`config.mk`:
```
export PLATFORM = sky130hd
export DESIGN_NAME = ct_vfalu_wb_pipen_flat
export DESIGN_NICKNAME = d
export VERILOG_FILES = /design/src/rtl/ct_vfalu_wb_pipen_pkg.sv /design/src/rtl/ct_vfalu_wb_pipen_if.sv /design/src/rtl/ct_vfalu_res_mux.sv /design/src/rtl/ct_vfalu_wb_pipen.sv /design/src/flat_wrapper.sv
export SDC_FILE = /design/constraint.sdc
export NUM_CORES = 1
export LEC_CHECK = 0
export CAP_MARGIN = 10
export CORE_AREA = 10 10 210 212
export CTS_CLUSTER_SIZE = 25
export DETAILED_ROUTE_END_ITERATION = 12
export DIE_AREA = 0 0 220 222
export DONT_BUFFER_PORTS = 1
export GPL_TIMING_DRIVEN = 1
export HOLD_SLACK_MARGIN = 0.06
export MAX_ROUTING_LAYER = met4
export PLACE_DENSITY = 0.3
export SETUP_SLACK_MARGIN = 0.4
export SLEW_MARGIN = 20
export SYNTH_ARGS = -nofsm -noshare
export SYNTH_HDL_FRONTEND = slang
export SYNTH_SLANG_ARGS = --single-unit
```
`constraint.sdc`:
```
create_clock -name forever_cpuclk -period 2.3 [get_ports forever_cpuclk]
set_clock_uncertainty 0.15 [all_clocks]
set_input_delay 0 -clock forever_cpuclk [delete_from_list [all_inputs] [get_ports forever_cpuclk]]
set_output_delay 0 -clock forever_cpuclk [all_outputs]
set_load 0.05 [all_outputs]
```
`src/rtl/ct_vfalu_wb_pipen_pkg.sv`:
```
// Shared defaults for the VFALU writeback stage: widths, legal result latency and unit indices.
// Optional check logic is enabled by defining CT_VFALU_WB_CHK_EN.
package ct_vfalu_wb_pipen_pkg;

  localparam int unsigned DEF_DATA_W   = 64;
  localparam int unsigned DEF_NUM_UNIT = 3;
  localparam int unsigned DEF_EREG_W   = 5;
  localparam int unsigned DEF_PREG_W   = 7;
  localparam int unsigned DEF_RES_LAT  = 3;

  // Result latency is counted with ex1 as stage 1.
  localparam int unsigned RES_LAT_MIN  = 2;
  localparam int unsigned RES_LAT_MAX  = 6;

  typedef enum logic [1:0] {
    UNIT_FADD  = 2'd0,
    UNIT_FSPU  = 2'd1,
    UNIT_FCNVT = 2'd2
  } unit_idx_e;

endpackage

```
`src/rtl/ct_vfalu_wb_pipen_if.sv`:
```
// Unit/dispatch-facing bus of the VFALU writeback stage; wb_err exists only with CT_VFALU_WB_CHK_EN.
interface ct_vfalu_wb_pipen_if
  import ct_vfalu_wb_pipen_pkg::*;
#(
  parameter int unsigned DATA_W   = DEF_DATA_W,
  parameter int unsigned NUM_UNIT = DEF_NUM_UNIT,
  parameter int unsigned EREG_W   = DEF_EREG_W,
  parameter int unsigned PREG_W   = DEF_PREG_W
);

  logic                         ex1_inst_vld;
  logic [NUM_UNIT-1:0]          ex1_sel;
  logic [PREG_W-1:0]            ex1_preg;
  logic                         flush;
  logic [NUM_UNIT*DATA_W-1:0]   unit_mfvr_data;
  logic [NUM_UNIT-1:0]          unit_fwd_vld;
  logic [NUM_UNIT*DATA_W-1:0]   unit_fwd_result;
  logic [NUM_UNIT-1:0]          unit_ereg_vld;
  logic [NUM_UNIT*EREG_W-1:0]   unit_ereg;
  logic                         fflags_clr;
  logic [DATA_W-1:0]            ex1_mfvr_data;
  logic                         wb_vld;
  logic [PREG_W-1:0]            wb_preg;
  logic [DATA_W-1:0]            wb_freg_data;
  logic [EREG_W-1:0]            wb_ereg_data;
  logic [EREG_W-1:0]            fflags_sticky;
`ifdef CT_VFALU_WB_CHK_EN
  logic                         wb_err;
`endif

  // Driver side: dispatch logic and unit tops.
  modport master (
    output ex1_inst_vld, ex1_sel, ex1_preg, flush, unit_mfvr_data,
           unit_fwd_vld, unit_fwd_result, unit_ereg_vld, unit_ereg, fflags_clr,
    input  ex1_mfvr_data, wb_vld, wb_preg, wb_freg_data, wb_ereg_data, fflags_sticky
`ifdef CT_VFALU_WB_CHK_EN
    , input wb_err
`endif
  );

  // Writeback stage side.
  modport slave (
    input  ex1_inst_vld, ex1_sel, ex1_preg, flush, unit_mfvr_data,
           unit_fwd_vld, unit_fwd_result, unit_ereg_vld, unit_ereg, fflags_clr,
    output ex1_mfvr_data, wb_vld, wb_preg, wb_freg_data, wb_ereg_data, fflags_sticky
`ifdef CT_VFALU_WB_CHK_EN
    , output wb_err
`endif
  );

endinterface

```
`src/rtl/ct_vfalu_res_mux.sv`:
```
// Parametrised AND-OR mux: ORs together every packed data slice whose select bit is set.
module ct_vfalu_res_mux
  import ct_vfalu_wb_pipen_pkg::*;
#(
  parameter int unsigned NUM_UNIT = DEF_NUM_UNIT,
  parameter int unsigned W        = DEF_DATA_W
) (
  input  logic [NUM_UNIT-1:0]   i_sel,
  input  logic [NUM_UNIT*W-1:0] i_data,
  output logic [W-1:0]          o_data_c
);

  always_comb begin
    o_data_c = '0;
    for (int unsigned i = 0; i < NUM_UNIT; i++) begin
      o_data_c = o_data_c | (i_data[i*W +: W] & {W{i_sel[i]}});
    end
  end

endmodule

```
`src/rtl/ct_vfalu_wb_pipen.sv`:
```
// VFALU result collection / writeback: RES_LAT-deep tag tracker, result capture, sticky fflags, ex1 mfvr mux.
// Define CT_VFALU_WB_CHK_EN to add the sticky wb_err protocol checker.
module ct_vfalu_wb_pipen
  import ct_vfalu_wb_pipen_pkg::*;
#(
  parameter int unsigned DATA_W   = DEF_DATA_W,
  parameter int unsigned NUM_UNIT = DEF_NUM_UNIT,
  parameter int unsigned EREG_W   = DEF_EREG_W,
  parameter int unsigned PREG_W   = DEF_PREG_W,
  parameter int unsigned RES_LAT  = DEF_RES_LAT   // legal RES_LAT_MIN..RES_LAT_MAX
) (
  input  logic                 forever_cpuclk,
  input  logic                 cpurst_b,
  ct_vfalu_wb_pipen_if.slave   bus
);

  // Tracker stages ex2..exRES_LAT live at indices 0..NSTG-1.
  localparam int unsigned NSTG = RES_LAT - 1;
  localparam int unsigned LAST = NSTG - 1;

  logic [NSTG-1:0]     r_vld;
  logic [NUM_UNIT-1:0] r_sel  [NSTG];
  logic [PREG_W-1:0]   r_preg [NSTG];

  logic                r_wb_vld;
  logic [PREG_W-1:0]   r_wb_preg;
  logic [DATA_W-1:0]   r_wb_data;
  logic [EREG_W-1:0]   r_wb_ereg;
  logic [EREG_W-1:0]   r_fflags;

  logic                w_capture;
  logic [NUM_UNIT-1:0] w_last_sel;
  logic [NUM_UNIT-1:0] w_res_sel;
  logic [NUM_UNIT-1:0] w_ereg_sel;
  logic [DATA_W-1:0]   w_res_data;
  logic [EREG_W-1:0]   w_res_ereg;

  // Valid/tag pipeline; flush kills the incoming issue and every in-flight entry.
  always_ff @(posedge forever_cpuclk or negedge cpurst_b) begin
    if (!cpurst_b) begin
      r_vld <= '0;
      for (int unsigned k = 0; k < NSTG; k++) begin
        r_sel[k]  <= '0;
        r_preg[k] <= '0;
      end
    end else begin
      r_vld[0]  <= bus.ex1_inst_vld & ~bus.flush;
      r_sel[0]  <= bus.ex1_sel;
      r_preg[0] <= bus.ex1_preg;
      for (int unsigned k = 1; k < NSTG; k++) begin
        r_vld[k]  <= r_vld[k-1] & ~bus.flush;
        r_sel[k]  <= r_sel[k-1];
        r_preg[k] <= r_preg[k-1];
      end
    end
  end

  assign w_last_sel = r_sel[LAST];
  assign w_capture  = r_vld[LAST] & ~bus.flush;

  // Units without a valid result contribute zero data / zero flags.
  assign w_res_sel  = w_last_sel & bus.unit_fwd_vld;
  assign w_ereg_sel = w_last_sel & bus.unit_ereg_vld;

  ct_vfalu_res_mux #(
    .NUM_UNIT (NUM_UNIT),
    .W        (DATA_W)
  ) u_mfvr_mux (
    .i_sel    (bus.ex1_sel),
    .i_data   (bus.unit_mfvr_data),
    .o_data_c (bus.ex1_mfvr_data)
  );

  ct_vfalu_res_mux #(
    .NUM_UNIT (NUM_UNIT),
    .W        (DATA_W)
  ) u_res_mux (
    .i_sel    (w_res_sel),
    .i_data   (bus.unit_fwd_result),
    .o_data_c (w_res_data)
  );

  ct_vfalu_res_mux #(
    .NUM_UNIT (NUM_UNIT),
    .W        (EREG_W)
  ) u_ereg_mux (
    .i_sel    (w_ereg_sel),
    .i_data   (bus.unit_ereg),
    .o_data_c (w_res_ereg)
  );

  // Writeback registers hold their payload across non-capture cycles.
  always_ff @(posedge forever_cpuclk or negedge cpurst_b) begin
    if (!cpurst_b) begin
      r_wb_vld  <= 1'b0;
      r_wb_preg <= '0;
      r_wb_data <= '0;
      r_wb_ereg <= '0;
      r_fflags  <= '0;
    end else begin
      r_wb_vld <= w_capture;
      if (w_capture) begin
        r_wb_preg <= r_preg[LAST];
        r_wb_data <= w_res_data;
        r_wb_ereg <= w_res_ereg;
      end
      // Clear applies to the old value only, so flags captured in the same cycle survive.
      r_fflags <= (bus.fflags_clr ? '0 : r_fflags) | (w_capture ? w_res_ereg : '0);
    end
  end

  assign bus.wb_vld        = r_wb_vld;
  assign bus.wb_preg       = r_wb_preg;
  assign bus.wb_freg_data  = r_wb_data;
  assign bus.wb_ereg_data  = r_wb_ereg;
  assign bus.fflags_sticky = r_fflags;

`ifdef CT_VFALU_WB_CHK_EN
  logic                r_wb_err;
  logic                w_sel_bad;
  logic                w_vld_miss;
  logic                w_vld_orphan;
  logic [NUM_UNIT-1:0] w_cap_sel;

  assign w_cap_sel    = {NUM_UNIT{w_capture}} & w_last_sel;
  assign w_sel_bad    = w_capture &
                        ((w_last_sel == '0) || ((w_last_sel & (w_last_sel - NUM_UNIT'(1))) != '0));
  assign w_vld_miss   = w_capture & ((w_last_sel & ~bus.unit_fwd_vld) != '0);
  assign w_vld_orphan = (bus.unit_fwd_vld & ~w_cap_sel) != '0;

  // Sticky until reset.
  always_ff @(posedge forever_cpuclk or negedge cpurst_b) begin
    if (!cpurst_b) begin
      r_wb_err <= 1'b0;
    end else begin
      r_wb_err <= r_wb_err | w_sel_bad | w_vld_miss | w_vld_orphan;
    end
  end

  assign bus.wb_err = r_wb_err;
`endif

endmodule
```
`src/flat_wrapper.sv`:
```
// flat-port wrapper written by rule: the top's interface ports become plain ports
module ct_vfalu_wb_pipen_flat import ct_vfalu_wb_pipen_pkg::*;
#(
  parameter int unsigned DATA_W   = DEF_DATA_W,
  parameter int unsigned NUM_UNIT = DEF_NUM_UNIT,
  parameter int unsigned EREG_W   = DEF_EREG_W,
  parameter int unsigned PREG_W   = DEF_PREG_W,
  parameter int unsigned RES_LAT  = DEF_RES_LAT                                    
)
  (forever_cpuclk, cpurst_b, bus_ex1_inst_vld, bus_ex1_sel, bus_ex1_preg, bus_flush, bus_unit_mfvr_data, bus_unit_fwd_vld, bus_unit_fwd_result, bus_unit_ereg_vld, bus_unit_ereg, bus_fflags_clr, bus_ex1_mfvr_data, bus_wb_vld, bus_wb_preg, bus_wb_freg_data, bus_wb_ereg_data, bus_fflags_sticky);
  ct_vfalu_wb_pipen_if #(.DATA_W(DATA_W), .NUM_UNIT(NUM_UNIT), .EREG_W(EREG_W), .PREG_W(PREG_W)) bus_i ();
  input  logic forever_cpuclk;
  input  logic cpurst_b;
  input wire logic [$bits(bus_i.ex1_inst_vld)-1:0] bus_ex1_inst_vld;
  input wire logic [$bits(bus_i.ex1_sel)-1:0] bus_ex1_sel;
  input wire logic [$bits(bus_i.ex1_preg)-1:0] bus_ex1_preg;
  input wire logic [$bits(bus_i.flush)-1:0] bus_flush;
  input wire logic [$bits(bus_i.unit_mfvr_data)-1:0] bus_unit_mfvr_data;
  input wire logic [$bits(bus_i.unit_fwd_vld)-1:0] bus_unit_fwd_vld;
  input wire logic [$bits(bus_i.unit_fwd_result)-1:0] bus_unit_fwd_result;
  input wire logic [$bits(bus_i.unit_ereg_vld)-1:0] bus_unit_ereg_vld;
  input wire logic [$bits(bus_i.unit_ereg)-1:0] bus_unit_ereg;
  input wire logic [$bits(bus_i.fflags_clr)-1:0] bus_fflags_clr;
  output wire logic [$bits(bus_i.ex1_mfvr_data)-1:0] bus_ex1_mfvr_data;
  output wire logic [$bits(bus_i.wb_vld)-1:0] bus_wb_vld;
  output wire logic [$bits(bus_i.wb_preg)-1:0] bus_wb_preg;
  output wire logic [$bits(bus_i.wb_freg_data)-1:0] bus_wb_freg_data;
  output wire logic [$bits(bus_i.wb_ereg_data)-1:0] bus_wb_ereg_data;
  output wire logic [$bits(bus_i.fflags_sticky)-1:0] bus_fflags_sticky;
  assign bus_i.ex1_inst_vld = bus_ex1_inst_vld;
  assign bus_i.ex1_sel = bus_ex1_sel;
  assign bus_i.ex1_preg = bus_ex1_preg;
  assign bus_i.flush = bus_flush;
  assign bus_i.unit_mfvr_data = bus_unit_mfvr_data;
  assign bus_i.unit_fwd_vld = bus_unit_fwd_vld;
  assign bus_i.unit_fwd_result = bus_unit_fwd_result;
  assign bus_i.unit_ereg_vld = bus_unit_ereg_vld;
  assign bus_i.unit_ereg = bus_unit_ereg;
  assign bus_i.fflags_clr = bus_fflags_clr;
  assign bus_ex1_mfvr_data = bus_i.ex1_mfvr_data;
  assign bus_wb_vld = bus_i.wb_vld;
  assign bus_wb_preg = bus_i.wb_preg;
  assign bus_wb_freg_data = bus_i.wb_freg_data;
  assign bus_wb_ereg_data = bus_i.wb_ereg_data;
  assign bus_fflags_sticky = bus_i.fflags_sticky;
  ct_vfalu_wb_pipen #(.DATA_W(DATA_W), .NUM_UNIT(NUM_UNIT), .EREG_W(EREG_W), .PREG_W(PREG_W), .RES_LAT(RES_LAT)) u_core (.forever_cpuclk(forever_cpuclk), .cpurst_b(cpurst_b), .bus(bus_i));
endmodule
```
==> flow_summary.yaml, run 1 <==
run_status:
  status: "stopped before the end"
  lastStage: "clock tree synthesis (4_1_cts)"
  error: "[ERROR RSZ-0060] Max buffer count reached."
cts:
  cts_buffer_depth: 2
  cts.sinks: 104
  cts_buffers: 9
  ctsHtreeMaxLevel: 3
  postCtsSetupBuffers: 0
  cts_resized: 0
  clockRootBuffer: "clkbuf_16"
  ctsHoldBuffers: 222
floorplanning:
  die_h_um: 222
  start_util: 0.1443
  dieWidth_um: 220
  num_rows: 73
  io_pins: 566
logic_synthesis:
  yosys-top-cells-area: "dfrtp_1, a222oi_1, a21oi_1, a22oi_1, inv_1"
  synth_top_family_by_area: "compound AO/OA/AOI/OAI gates"
  ys_seq_area_frac: 0.4548
  yosys_warnings: 0
  synth_mux_area_frac: 0
  synthCells: 615
  synth_top_area_frac: 0.4548
  syn_nets: 1035
  synth_cell_type_count: 24
  synthXorXnorAreaFrac: 0
  synth_fa_ha_area_frac: 0
  synthesis.area_sq_um: 5722
  yosys.area.top_type: "dfrtp_1"
  synth_compound_area_frac: 0.3363
  synth_seq_cells: 104
  yosys.area_share.simple: 0.08463
  avgSynthCellArea_sq_um: 9.304
placed_design:
  portBuffers: 0
  gp_congestion: 0.8478
  place_ws_ns: 0.5691
  dp_hpwl_um: 30790
kinds of logic after synthesis:
family | count (synthesis)
AOI/OAI and AO/OA | 266
and+or+nand+nor | 116
DFF | 104
buffers and inverters | 129
synthesized netlist by cell type, drive strengths merged:
master	instances
a21oi	128
dfrtp	104
inv	69
a222oi	64
a22oi	64
nor2	64
buf	53
nand2	26
nand3	15
clkbuf	6
and3	5
o21ai	5
o22ai	5
and2	3
nor2b	2
clkinv	1
nand2b	1
metrics by stage:
stage | util | instances | area, sq um | hold slack [ns]
after detailed placement | 0.1532 | 1090 | 6072 | -0.4407
after global placement | 0.1532 | 1090 | 6072 | -0.4408
after floorplan | - | 615 | 5722 | -0.4456
==> inputs of run 2 (changes only) <==
CORE_AREA = 10 10 209 211   (was 10 10 210 212)
CTS_CLUSTER_SIZE = default   (was 25)
DIE_AREA = 0 0 219 221   (was 0 0 220 222)
HOLD_SLACK_MARGIN = default   (was 0.06)
MAX_ROUTING_LAYER = default   (was met4)
PLACE_DENSITY = default   (was 0.3)
PLACE_DENSITY_LB_ADDON = 0.15   (was default)
SETUP_SLACK_MARGIN = default   (was 0.4)
==> run 2 against run 1 <==
  * Area after synthesis is the same
  * The flow now finishes, with violations (negative hold slack)
  * Synthesized cell count did not move
==> flow_summary.yaml, run 2 <==
run:
  maxCapViolCount: 0
pwr:
  peakVddDrop_mv: 0.2957
  clock_power_share: 0.258
  switchingPower_w: 0.003063
  share_comb_of_total_power: 0.220
  pwr-share-seq: 0.522
  p_leak_nw: 3.280
  p_int_w: 0.003552
  switching_share: 0.4630
  powerDensity_nw_per_um2: 787.7
timing:
  hold_viol_final: 104
  whs_ns: -0.8488
  period_share: 0.9506
  finalSetupTns_ns: 0
  finalSetupViolations: 0
  final.min_clock_period_ns: 2.186
  slew_violations: 0
  tightest_slew_ns: 0.6625
  max_clock_freq_mhz: 457.4
  max-slew-margin-rel: 0.5583
  rsz0062_at_grt: "false"
worst_setup_path:
  cp-start-kind: "register"
  required_ns: 2.42
  cp_data_arrival_time_ns: 2.30
  cp_cell_sequence: "nand3_1 -> dlygate4sd3_1 -> and3_1 -> dlygate4sd3_1 -> o22ai_1"
  end_kind: "register"
  ff2ff_setup_slack_ns: 0.11
  crit_slowest_cell: "dlygate4sd3_1"
  crit_path_frequent_cell: "dlygate4sd3_1"
  crit_fanout: 6
  criticalPathCategory: "reg -> reg"
  cp_slowest_stage_delay_ns: 0.60
finish:
  syn2layout_area_growth_pct: 46.77
  largest_reg_flops: 64
  final_common_cell: "dlygate4sd3_1"
  layout_common_cells: "dlygate4sd3_1, a21oi_1, dfrtp_1, inv_1"
  fin_nets: 1194
  final_layout_size_suffix_gt1_frac: 0.07445
cts:
  cts_buffer_depth: 2
  cts_tree: "yes"
  path_clk_slew_ns: 0.10
  cts_buffers: 9
  cts.sinks: 104
  clockRootBuffer: "clkbuf_16"
  ctsHtreeMaxLevel: 3
  clk_latency_ns: 0.38
logic_synthesis:
  syn_nets: 1035
  synthesis.area_sq_um: 5722
  avgSynthCellArea_sq_um: 9.304
  synth_top_area_frac: 0.4548
  synth.most_common_cell: "a21oi_1"
  synthCells: 615
  synth_flop_cell: "dfrtp_1"
  ys_seq_area_frac: 0.4548
  yosys.area.top_type: "dfrtp_1"
  yosys-top-cells-area: "dfrtp_1, a222oi_1, a21oi_1, a22oi_1, inv_1"
  synthTopCellsByCount: "a21oi_1, dfrtp_1, inv_1"
  synth_cell_type_count: 24
  async_reset_ff_frac: 1.000
  yosys_warnings: 0
  synth_seq_cells: 104
  synth_edf_count: 0
grt:
  grt_overflow_total: 0
  met2_usage: 0.2539
  grt_max_degree: 105
  use_met1: 0.1569
  first_global_vias: 6528
  antenna_found_initial: 15
  top_usage_layer: "met2"
  track_usage: 0.1478
  grt_pass1_wl_um: 52140
  use_met3: 0.06944
drt:
  via_per_inst: 4.575
  vias: 6012
  drtIter0Drc: 698
  drc_errors: 0
  post_drt_wl_per_cell_um: 28.50
  antenna_left: 0
  wirelength_um: 37440
  first_pass_iters: 7
floorplanning:
  num_rows: 73
  start_util: 0.1450
  die_h_um: 221
  dieWidth_um: 219
  core_sq_um: 39460
  io_pins: 566
  die_area_sq_um: 48400
placed_design:
  gp_congestion: 0.8415
  portBuffers: 0
  dp_hpwl_um: 29830
run_status:
  status: "finished, violations left"
  failed_checks: "negative hold slack"
hold_path:
  min_path_type: "in -> async"
run 2: worst max-delay path: cells and delay by family (launching register included):
| family | cells | cell delay, ns |
|---|---|---|
| buffers and inverters | 2 | 1.14 |
| DFF | 1 | 0.44 |
| and+or+nand+nor | 2 | 0.26 |
| AOI/OAI and AO/OA | 1 | 0.08 |
run 2: cell type report:
cell class | count | area (sq um)
inverter | 70 | 264.0
fill | 4324 | 31060
clock inverter | 7 | 96.34
antenna | 10 | 25.02
timing repair buffer | 207 | 2107
multi-input combinational | 382 | 2420
sequential | 104 | 2604
tap | 525 | 656.9
clock buffer | 9 | 225.2
run 2: logic make-up after synthesis:
group	count (synthesis)	share of synthesized area
buf+inv	129	0.1242
simple gates	116	0.08463
flops	104	0.4548
compound gates	266	0.3363
run 2: repair_timing:
action / CTS / global route
endpoints found under the hold margin: 192 / 106
setup endpoints to repair: 0 / 9
hold buffers: 195 / 1
setup buffers: 0 / 1
resized for setup: 0 / 2
run 2: final timing paths:
kind,startpoint,end,cells after the start
max,u_core.w_last_sel[2]$_DFF_PN0_,u_core.bus.fflags_sticky[4]$_DFF_PN0_,5
min,cpurst_b,u_core.bus.wb_freg_data[36]$_DFFE_PN0P_,0
max reg2reg,u_core.w_last_sel[2]$_DFF_PN0_,u_core.bus.fflags_sticky[4]$_DFF_PN0_,5
min reg2reg,u_core.r_sel[4]$_DFF_PN0_,u_core.w_last_sel[1]$_DFF_PN0_,0
max in group asynchronous,cpurst_b,u_core.bus.wb_freg_data[18]$_DFFE_PN0P_,0
min in group forever_cpuclk,bus_ex1_preg[5],u_core.r_preg[12]$_DFF_PN0_,1
run 2: metrics by stage:
stage / util / cell area [sq um] / power (W) / instances / setup slack (ns)
detailed placement: 0.1541 / 6080 / 0.004555 / 1091 / 0.6163
finish: 0.2128 / 8398 / 0.006615 / 1314 / 0.1136
global placement: 0.1541 / 6080 / 0.004557 / 1091 / 0.6326
global route: 0.2126 / 8391 / 0.006954 / 1311 / 0.005292
CTS: 0.2117 / 8353 / 0.006740 / 1302 / 0.08651
floorplan: - / 5722 / 0.004327 / 615 / 0.9340
run 2: power by group through the flow:
| stage | Combinational (W) | Sequential (W) | Clock (W) |
|---|---|---|---|
| after floorplan | 0.000971 | 0.00336 | 0 |
| after global placement | 0.00104 | 0.00352 | 0 |
| after detailed placement | 0.00104 | 0.00351 | 0 |
| after CTS | 0.00146 | 0.00347 | 0.00181 |
| after global routing | 0.00159 | 0.00350 | 0.00187 |
| final | 0.00146 | 0.00345 | 0.00171 |
run 2: routing by layer:
layer | wire length, um | part of all wire
met5 | 48 | 0.0013
met4 | 518 | 0.014
met2 | 18960 | 0.51
met3 | 4275 | 0.11
met1 | 13640 | 0.36
Power figures use the tool's default switching activity.
==> inputs of run 3 (changes only) <==
clock period = 2.5 ns   (was 2.3 ns; I/O delays follow)
==> run 3 against run 2 <==
  * The flow still finishes with violations (negative hold slack)
  * Core utilization fell by 0.35 points
  * Fmax fell by 4.9%
  * Final cell count fell by 0.91%
  * Critical path type unchanged
==> flow_summary.yaml, run 3 (synthesis gave the netlist of run 2 again) <==
drt:
  via_per_inst: 4.452
  wirelength_um: 36480
  first_pass_iters: 7
  vias: 5797
  post_drt_wl_per_cell_um: 28.02
  antenna_left: 0
  drtIter0Drc: 557
  drc_errors: 0
floorplanning:
  num_rows: 73
  die_h_um: 221
  dieWidth_um: 219
  core_sq_um: 39460
  start_util: 0.1450
  die_area_sq_um: 48400
  io_pins: 566
worst_setup_path:
  startpoint: "u_core.w_last_sel[0]$_DFF_PN0_"
  crit_fanout: 38
  criticalPathCategory: "reg -> reg"
  cp-start-kind: "register"
  cp_data_arrival_time_ns: 2.43
  required_ns: 2.63
  end_kind: "register"
  timing.rr.start: "u_core.w_last_sel[0]$_DFF_PN0_"
grt:
  grt_pass1_wl_um: 50860
  grt_overflow_total: 0
  first_global_vias: 6327
  antenna_found_initial: 14
  grt_max_degree: 105
  track_usage: 0.1432
cts:
  ctsHoldBuffers: 187
  path_clk_slew_ns: 0.09
  ctsHtreeMaxLevel: 3
  clockRootBuffer: "clkbuf_16"
  postCtsSetupBuffers: 0
  cts_resized: 0
  clk_latency_ns: 0.37
  cts_buffer_depth: 2
  cts_tree: "yes"
  cts_buffers: 9
  cts.sinks: 104
finish:
  fin_nets: 1180
  final_layout_size_suffix_gt1_frac: 0.06797
  largest_reg_flops: 64
  layout_common_cells: "dlygate4sd3_1, a21oi_1, dfrtp_1, inv_1"
  fillers: 4350
  syn2layout_area_growth_pct: 44.37
  final_common_cell: "dlygate4sd3_1"
hold_path:
  min_path_type: "in -> async"
timing:
  rsz0062_at_grt: "false"
  hold_viol_final: 104
  finalSetupTns_ns: 0
  worst_slack_ns: 0.2017
  tightest_slew_ns: 0.7353
  whs_ns: -0.8381
  period_share: 0.9193
  max_clock_freq_mhz: 435.1
  slew_violations: 0
  finalSetupViolations: 0
  final.min_clock_period_ns: 2.298
  max-slew-margin-rel: 0.5098
pwr:
  peakVddDrop_mv: 0.2680
  powerDensity_nw_per_um2: 733.5
  p_leak_nw: 3.222
  total_power_w: 0.006059
run:
  maxCapViolCount: 0
placed_design:
  gp_congestion: 0.8498
  portBuffers: 0
  dp_hpwl_um: 29400
  place_ws_ns: 0.7232
run_status:
  status: "finished, violations left"
  failed_checks: "negative hold slack"
[run 3: report_power, final]
part / switching (W) / internal [W] / leakage [nW] / total, W
logic: 0.000746 / 0.000592 / 1.84 / 0.00134
clock network: 0.000809 / 0.000741 / 0.156 / 0.00155
registers: 0.00123 / 0.00194 / 1.23 / 0.00317
total: 0.00278 / 0.00328 / 3.22 / 0.00606
[run 3: final timing paths]
path,cells past startpoint,endpoint,slack [ns]
min in group forever_cpuclk,1,u_core.r_preg[10]$_DFF_PN0_,0.04
worst max-delay path,5,u_core.bus.wb_freg_data[19]$_DFFE_PN0P_,0.20
worst max register to register,5,u_core.bus.wb_freg_data[19]$_DFFE_PN0P_,0.20
worst min register to register,0,u_core.r_preg[4]$_DFF_PN0_,0.20
max in group asynchronous,0,u_core.bus.wb_freg_data[14]$_DFFE_PN0P_,2.86
worst min-delay path,0,u_core.bus.wb_freg_data[63]$_DFFE_PN0P_,-0.84
[run 3: metrics by stage]
stage / cell area [sq um] / cells / hold WS (ns) / utilization
2_1_floorplan: 5722 / 615 / -0.4456 / -
3_3_place_gp: 6037 / 1087 / -0.4418 / 0.1530
3_5_place_dp: 6037 / 1087 / -0.4411 / 0.1530
4_1_cts: 8230 / 1290 / -0.8660 / 0.2086
5_1_grt: 8248 / 1297 / -0.8670 / 0.2090
6_report: 8260 / 1302 / -0.8381 / 0.2093
[run 3: layout make-up]
| class | count | area [sq um] | share of cell area |
|---|---|---|---|
| Clock buffer | 9 | 225.2 | 0.02726 |
| Tap cell | 525 | 656.9 | 0.07952 |
| Clock inverter | 7 | 96.34 | 0.01166 |
| Sequential cell | 104 | 2603 | 0.3151 |
| Antenna cell | 12 | 30.03 | 0.003635 |
| Timing Repair Buffer | 193 | 1967 | 0.2381 |
| Inverter | 70 | 264.0 | 0.03196 |
| Multi-Input combinational cell | 382 | 2419 | 0.2928 |
[run 3: critical path, cell delays in order (launching register included)]
cell and delay [ns]:
dfrtp_1 0.45, and2_4 0.44, buf_12 0.28, a22oi_1 0.12, dlygate4sd3_1 0.58, a21oi_1 0.14
[run 3: metal layers]
metal | vias to the layer above | wire, um | track usage
met3 | 19 | 4279 | 0.06712
li1 | 2590 | - | -
met5 | - | 41 | 0
met2 | 369 | 18790 | 0.2546
met4 | 6 | 325 | 0.03170
met1 | 2813 | 13040 | 0.1493
==> inputs of run 4 (changes only) <==
ABC_AREA = 1   (was default)
CORE_AREA = 10 10 214 216   (was 10 10 209 211)
CTS_CLUSTER_SIZE = 14   (was default)
DIE_AREA = 0 0 224 226   (was 0 0 219 221)
PLACE_DENSITY = 0.39   (was default)
PLACE_DENSITY_LB_ADDON = default   (was 0.15)
==> run 4 against run 3 <==
  * The flow still finishes with violations (negative hold slack)
  * First-iteration DRC count up 14%
  * Area after synthesis rose by 11%
  * Final cell count up 27%
  * Sequential power is 6% lower
  * Combinational power barely moved
  * Clock power shrank 11%
  * Register-to-register slack got worse by 0.12 ns
  * Wire length rose by 17%
  * Core utilization rose by 0.87 points
  * Largest cell class is now multi-input gates
  * Highest routed layer unchanged
==> flow_summary.yaml, run 4 <==
run_status:
  status: "finished, violations left"
  failed_checks: "negative hold slack"
drt:
  drtIter0Drc: 634
  vias: 7857
  antenna_left: 0
  first_pass_iters: 5
  post_drt_wl_per_cell_um: 25.80
  via_per_inst: 4.768
  wirelength_um: 42530
  drc_errors: 0
run:
  maxCapViolCount: 0
timing:
  slew_violations: 0
  max_clock_freq_mhz: 413.1
  period_share: 0.9684
  hold_viol_final: 104
  finalSetupTns_ns: 0
  finalSetupViolations: 0
  rsz0062_at_grt: "false"
  whs_ns: -0.8208
  tightest_slew_ns: 0.7007
  max-slew-margin-rel: 0.5316
  final.min_clock_period_ns: 2.421
worst_setup_path:
  cp_cell_sequence: "buf_12 -> nand3_1 -> dlygate4sd3_1 -> nand3_1 -> dlygate4sd3_1 -> nand2_1 -> nand2_1"
  timing.rr.start: "u_core.w_last_sel[0]$_DFF_PN0_"
  cp-start-kind: "register"
  cp_data_arrival_time_ns: 2.51
  r2r_cells: 7
  crit_fanout: 33
  required_ns: 2.59
  ff2ff_setup_slack_ns: 0.08
  criticalPathCategory: "reg -> reg"
  crit_slowest_cell: "dlygate4sd3_1"
  end_kind: "register"
  timing.rr.end: "u_core.bus.wb_ereg_data[2]$_DFFE_PN0P_"
  cp_slowest_stage_delay_ns: 0.57
grt:
  grt_pass1_wl_um: 57770
  first_global_vias: 8172
  antenna_found_initial: 19
  grt_overflow_total: 0
  grt_max_degree: 105
  track_usage: 0.1540
finish:
  fin_nets: 1517
  fillers: 4635
  largest_reg_flops: 64
  layout_common_cells: "nand2_1, nand3_1, dlygate4sd3_1, dfrtp_1, clkbuf_16"
  fin_util: 0.2181
  seq_area_sq_um: 2606
  multiInputGateArea_sq_um: 3334
  final_layout_size_suffix_gt1_frac: 0.03085
  final_common_cell: "nand2_1"
  syn2layout_area_growth_pct: 42.64
pwr:
  p_int_w: 0.003101
  share_comb_of_total_power: 0.234
  peakVddDrop_mv: 0.2728
  pwr-share-seq: 0.523
  powerDensity_nw_per_um2: 628.7
  switchingPower_w: 0.002599
  p_leak_nw: 4.203
  switching_share: 0.4560
  clock_power_share: 0.243
cts:
  cts_buffers: 9
  cts.sinks: 104
  cts_resized: 0
  cts_tree: "yes"
  path_clk_slew_ns: 0.08
  cts_buffer_depth: 2
  clockRootBuffer: "clkbuf_16"
  ctsHtreeMaxLevel: 3
  clk_latency_ns: 0.35
  ctsHoldBuffers: 193
logic_synthesis:
  synth_flop_cell: "dfrtp_1"
  synthCells: 964
  syn_nets: 1384
  synthTopCellsByCount: "nand2_1, nand3_1, dfrtp_1"
  synth_top_area_frac: 0.4094
  avgSynthCellArea_sq_um: 6.593
  synthesis.area_sq_um: 6356
  synth_edf_count: 0
  synth_cell_type_count: 11
  yosys_warnings: 0
  async_reset_ff_frac: 1.000
  synth_seq_cells: 104
  synth.most_common_cell: "nand2_1"
  ys_seq_area_frac: 0.4094
  yosys.area.top_type: "dfrtp_1"
  yosys-top-cells-area: "dfrtp_1, nand3_1, nand2_1, buf_2, buf_4"
floorplanning:
  io_pins: 566
  core_sq_um: 41570
  dieWidth_um: 224
  start_util: 0.1529
  die_h_um: 226
  die_area_sq_um: 50620
  num_rows: 75
hold_path:
  min_path_type: "in -> async"
placed_design:
  portBuffers: 0
  dp_hpwl_um: 32160
  gp_congestion: 0.9346
[run 4: final cells by class]
class                      instances  share of cell area
multi-input combinational        773              0.3678
sequential                       104              0.2875
timing repair buffer             204              0.2354
tap                              539             0.07439
clock buffer                       9             0.02484
clock inverter                     7            0.006072
inverter                           5            0.002070
antenna                            7            0.001932
[run 4: repair_timing]
action / in CTS / in global routing
endpoints found under the setup margin: 0 / 11
buffers inserted: 0 / 1
hold endpoints to repair: 198 / 104
[run 4: metal layers]
| layer | wire length [um] | track usage | part of all wire |
|---|---|---|---|
| met5 | 73 | 0 | 0.0017 |
| met4 | 1346 | 0.05814 | 0.032 |
| met3 | 4141 | 0.05487 | 0.097 |
| met2 | 22690 | 0.2934 | 0.53 |
| met1 | 14280 | 0.1488 | 0.34 |
[run 4: worst max path at each step]
stage / from / endpoint / slack (ns)
finish: u_core.w_last_sel[0]$_DFF_PN0_ / u_core.bus.wb_ereg_data[2]$_DFFE_PN0P_ / 0.08
global route: u_core.w_last_sel[1]$_DFF_PN0_ / u_core.bus.wb_freg_data[45]$_DFFE_PN0P_ / 0.01
CTS: u_core.w_last_sel[0]$_DFF_PN0_ / u_core.bus.wb_freg_data[53]$_DFFE_PN0P_ / 0.11
detailed placement: u_core.w_last_sel[0]$_DFF_PN0_ / u_core.bus.wb_freg_data[41]$_DFFE_PN0P_ / 1.07
global placement: u_core.w_last_sel[0]$_DFF_PN0_ / u_core.bus.wb_freg_data[41]$_DFFE_PN0P_ / 1.09
floorplan: u_core.w_last_sel[1]$_DFF_PN0_ / u_core.bus.wb_freg_data[32]$_DFFE_PN0P_ / 1.24
[run 4: kinds of logic after synthesis]
kind of cell	after synthesis	share of synthesized area
buffers and inverters	87	0.06594
and+or+nand+nor	773	0.5246
DFF	104	0.4094
[run 4: worst max-delay path, delay by kind of cell, from the launching register on]
family,cells,cell delay (ns)
buf+inv,3,1.30
flops,1,0.46
simple gates,4,0.33
[run 4: per-stage QoR]
stage	instance area [sq um]	total power (W)	instances	setup slack, ns
4_1_cts	8991	0.005779	1638	0.1120
2_1_floorplan	6356	0.003783	964	1.241
3_3_place_gp	6744	0.004022	1429	1.090
6_report	9066	0.005700	1648	0.07912
3_5_place_dp	6744	0.004026	1429	1.069
5_1_grt	9064	0.005997	1647	0.01105
[run 4: power by group through the flow]
stage	clock, W	sequential, W	combinational (W)
after global routing	0.00153	0.00301	0.00146
after floorplan	0	0.00289	0.000888
final	0.00138	0.00298	0.00134
after CTS	0.00146	0.00299	0.00133
after global placement	0	0.00304	0.000985
after detailed placement	0	0.00303	0.000995
